### config.mk
export PLATFORM = sky130hd
export DESIGN_NAME = bist_exp_gen
export DESIGN_NICKNAME = d
export VERILOG_FILES = /design/src/rtl/bist_pkg.sv /design/src/rtl/bist_exp_gen.sv
export SDC_FILE = /design/constraint.sdc
export NUM_CORES = 1
export LEC_CHECK = 0
export ABC_CLOCK_PERIOD_IN_PS = 1000
export CAP_MARGIN = 20
export CORE_AREA = 2 2 39 41
export DETAILED_ROUTE_END_ITERATION = 8
export DIE_AREA = 0 0 41 43
export GPL_TIMING_DRIVEN = 0
export PLACE_DENSITY_LB_ADDON = 0.08
export SLEW_MARGIN = 25
export SYNTH_ARGS = -nofsm -noshare
export SYNTH_HDL_FRONTEND = slang
export SYNTH_SLANG_ARGS = --single-unit
### constraint.sdc
create_clock -name i_clk -period 1 [get_ports i_clk]
set_input_delay 0.1 -clock i_clk [delete_from_list [all_inputs] [get_ports i_clk]]
set_output_delay 0.1 -clock i_clk [all_outputs]
set_load 0.02 [all_outputs]
### src/rtl/bist_pkg.sv
// Shared definitions for the FIFO BIST pattern generator and response checker:
// controller states, the walking-ones seed and the rotate helper.
package bist_pkg;

    typedef enum logic [1:0] {IDLE, RUN, DRAIN, DONE} bist_state_t;

    localparam int BIST_SEED = 1;

    // Rotate the low w bits of v left by one; bits above w are cleared.
    function automatic logic [63:0] rotl(input logic [63:0] v, input int w);
        logic [63:0] mask;
        mask = (w >= 64) ? '1 : ((64'd1 << w) - 64'd1);
        return ((v << 1) | (v >> (w - 1))) & mask;
    endfunction

endpackage

### src/rtl/bist_exp_gen.sv
// Expected-pattern ring register: reseeds on load, rotates left on advance.
module bist_exp_gen
    import bist_pkg::*;
#(
    parameter int WIDTH = 10
) (
    input  logic             i_clk,
    input  logic             i_rst_n,
    input  logic             i_load,
    input  logic             i_adv,
    output logic [WIDTH-1:0] o_exp
);
    logic [WIDTH-1:0] r_exp;

    always_ff @(posedge i_clk or negedge i_rst_n) begin
        if (!i_rst_n) begin
            r_exp <= WIDTH'(BIST_SEED);
        end else if (i_load) begin
            r_exp <= WIDTH'(BIST_SEED);
        end else if (i_adv) begin
            r_exp <= WIDTH'(rotl(64'(r_exp), WIDTH));
        end
    end

    assign o_exp = r_exp;

endmodule

Yosys cells after proc, flatten, opt, wreduce, memory -nomap -nowiden --
Index checks and enable logic that the tools add are counted.
Cells by class: mux-type cells 2, bitwise operators 1, reductions and logical operators 1
Operator list (count):
- 10-bit 2-to-1 mux | 2
- 10-bit by 1-bit bitwise OR with 10-bit output | 1
- 2-bit nonzero test | 1
Word-level totals: bits in registers 10, input port bits 4, output and inout bits 10, logic and storage cells 5

Depth between registers and ports, before layout --
depth after elaboration 3, depth in mapped cells 3, gate-level depth less buffers 2

Worst setup path before layout --
Ideal clock, no wire load.
kind reg2reg, start point register o_exp[0] (netlist name), end point register r_exp[0] (netlist: o_exp[0]), library setup time 60 ps, data arrival time 805 ps, required time 940 ps, path slack 135 ps, cell stages (with the launch flop) 3, path buffers 0, clock period less this slack 865 ps, cells stage by stage dfstp_2 nor2b_1 a211o_1
RTL lines:
- end signal: assignment | RTL line bist_exp_gen.sv:17 | r_exp <= WIDTH'(BIST_SEED);
- end signal: assignment | RTL line bist_exp_gen.sv:19 | r_exp <= WIDTH'(BIST_SEED);
- end signal: assignment | RTL line bist_exp_gen.sv:21 | r_exp <= WIDTH'(rotl(64'(r_exp), WIDTH));
- end: declaration | RTL line bist_exp_gen.sv:13 | logic [WIDTH-1:0] r_exp;

Worst setup path in the final report --
start point register r_exp[0] (netlist: o_exp[0]), end point output port o_exp[0]
RTL lines:
- end: declaration | RTL line bist_exp_gen.sv:11 | output logic [WIDTH-1:0] o_exp
No word-level cell between the ends.

==> impl_results.md <==
* Outcome: finished, violations left
* Failing checks: setup timing
* Buf/Inv on CP at 1
* Area leader, netlist: dfrtp_1
* Overflow left after global routing at 0
* Synth area leaders: dfrtp_1 (55%), mux2i_1 (22%), nor2_1 (8.3%)
* Max reg flops at 10
* Design Area, Final at 547 sq um
* LEAKAGE at 0.307 nW
* Maxcap violations at 0
* Total Power at 0.865 mW
* Number of synthesized flops with an enable pin at 0
* Die area at around 0.0018 sq mm
* CP Class: flip-flop to output port
* # setup viols final at 1
* Core ar. at about 0.0014 sq mm
* Yosys warns at 0
* Slowest stage delay, CP at 540 ps
* Vias/cell at roughly 4.3
* Post-synthesis mux area share at 0.222
* Delay-heaviest family, CP: flip-flops
* Clock Sinks at 10
* Routed wire length at 736 um
* First-pass GRT wire length at 1170 um
* Maximum vdd drop at 0.000548 V
* Row count at 14
* Most Crowded Layer GR: met1
* Routability cong. at 0.626
* Setup WS post-layout at -8.49 ps
* Worst slew pin tran at 438 ps
* Largest net degree at the start of global routing at 11
* CP Cell Sequence: buf_6
* DR vias at between 200 and 300
* Layout Area Growth over Synthesis at 34.5%
* Die Ht at roughly 43 um
* FFs w/ async S/R, synth at 1.00
* Hold Slack at 138 ps
* Die Wd at around 40 um
* Post-Synth Simple-Gate Area at 0.0985
* Post-route ant nets at 0
* Syn Area/Cell at 12.7 sq um
* Top_reg_cell synth: dfrtp_1
* DRT iter0 DRCs at 0
* Largest family of logic cells by synthesized area: multiplexers
* I/O pin total at 14
* Post-synthesis sequential area ratio at 0.618
* XOR/XNOR Fraction of Synth Area at 0
* Library cells used by synthesis at 8
* Mapped cell area at 407 sq um
* Fraction of layout cells with a size suffix above 1 at 0.367
* Starting Density at 0.294
* Clock skew at 3.51 ps
* Worst-path cell with the longest stage delay: dfstp_2
* Num CTS Buffers at 3
* Initial antenna violation count at 0
* Maximum fanout along the worst path at 2
* Share of the synthesized area in the top cell type at 0.554
* Syn_nets at 36
* DRC at 0
* Cell Area, Placed at 547 sq um
* WP data arrival at around 910 ps
* Grt met1 use at 0.140
* Routed WL per cell at 11.3 um
* Met3 usage at 0.0366
* Pre-Repair DR Iteration Count at 1
* Vias in the first global route at around 280
* Reg2Reg Depth at 3
* CTS tree: built
* Pins Over Slew Limit at 0
* Longest Clk Path Bufs at 2
* GRT Util Overall at 0.102
* Met2 Track Usage GR at 0.122
* Most instantiated cells after synthesis: dfrtp_1 (9), mux2i_1 (9), nor2_1 (9)
* CTS clk-pin slew, worst paths at 70 ps
* Relative slew margins at 0.707
* Critical Path Start Type: flip-flop
* Hold Fails Final Rpt at 0
* Port bufs at 12
* Max Fclk at 992 MHz
* Worst reg2reg startpoint: o_exp[0]
* Layout net count at 54
* Post-synthesis cell count at 32
* Diodes inserted at 0
* Req. time, crit path at 900 ps
* Seq cells post-synth at 10
* Synth Area in Adders at 0
* Minimum clock period at ~1000 ps
* Later-pin clock latency in the skew report at about 260 ps
* Worst min path class: primary input to async pin
* Reg2reg end: o_exp[0]
* Register-to-register setup slack at 60 ps
* Root Buffer: clkbuf_4
* Power per cell area at 1580 mW/mm^2
* RSZ-0062 raised after global routing: yes
* Compound-Gate Fraction of Synth Area at 0.0215
* H-Tree Depth at 1
* Final worst path period share at 1.01
* Crit end category: output port
* Post-DP HPWL at about 500 um
how the worst max path moves through the flow:
stage | startpoint | endpoint | cells after the start
6_report | o_exp[0] | o_exp[0] | 1
5_1_grt | o_exp[0] | o_exp[0] | 1
4_1_cts | o_exp[0] | o_exp[0] | 1
3_5_place_dp | o_exp[0] | o_exp[0] | 1
3_3_place_gp | o_exp[0] | o_exp[0] | 1
2_1_floorplan | o_exp[0] | o_exp[0] | 2
worst reg2reg max path: stages, from the launching register on:
cell	delay [ps]
dfstp_2	370
buf_4	120
nor2b_1	120
a211o_1	250
logic make-up (layout without fill, tap and decap cells):
family,count (synthesis),count (layout)
and+or+nand+nor,10,10
muxes,9,9
buffers and inverters,2,19
DFF,10,10
AOI/OAI and AO/OA,1,1
stage by stage:
stage          setup WS, ps  utilization  setup TNS, ps  cells
2_1_floorplan           135            -              0     32
3_3_place_gp           -207        0.395          -1990     60
3_5_place_dp           -211        0.395          -2160     60
4_1_cts               -16.3        0.395          -16.3     65
5_1_grt               -37.1        0.395          -37.1     65
6_report              -8.49        0.395          -8.49     65
power by group:
part / internal, mW / switching [mW]
Sequential: 0.415 / 0.00585
Clock: 0.221 / 0.140
Combinational: 0.0387 / 0.0441
Total: 0.675 / 0.190
per-layer routing:
| layer | vias to the layer above | share of wire |
|---|---|---|
| met3 | 2 | 0.087 |
| met2 | 10 | 0.43 |
| li1 | 140 | - |
| met5 | - | 0 |
| met1 | 129 | 0.46 |
| met4 | 0 | 0.018 |
layout make-up:
class | count | area [sq um]
tap | 16 | 20.0
sequential | 10 | 251
fill | 146 | 837
multi-input combinational | 20 | 139
clock buffer | 4 | 36.3
timing repair buffer | 13 | 83.8
buffer | 2 | 16.3
repair_timing:
action / in CTS / in global routing
endpoints found under the setup margin: 10 / 1
cloned: 0 / 0
setup buffers: 1 / 0
resized for setup: 42 / 0
hold buffers: 0 / 0
layout by cell type, fill, tap and decap left out, drive strengths merged:
cell           Yosys  layout
nor2b              1       1
dfstp              1       1
nor2               9       9
buf                1      12
clkdlybuf4s50      0       2
mux2i              9       9
dfrtp              9       9
clkbuf             1       5
a211o              1       1
Power figures use the tool's default switching activity.
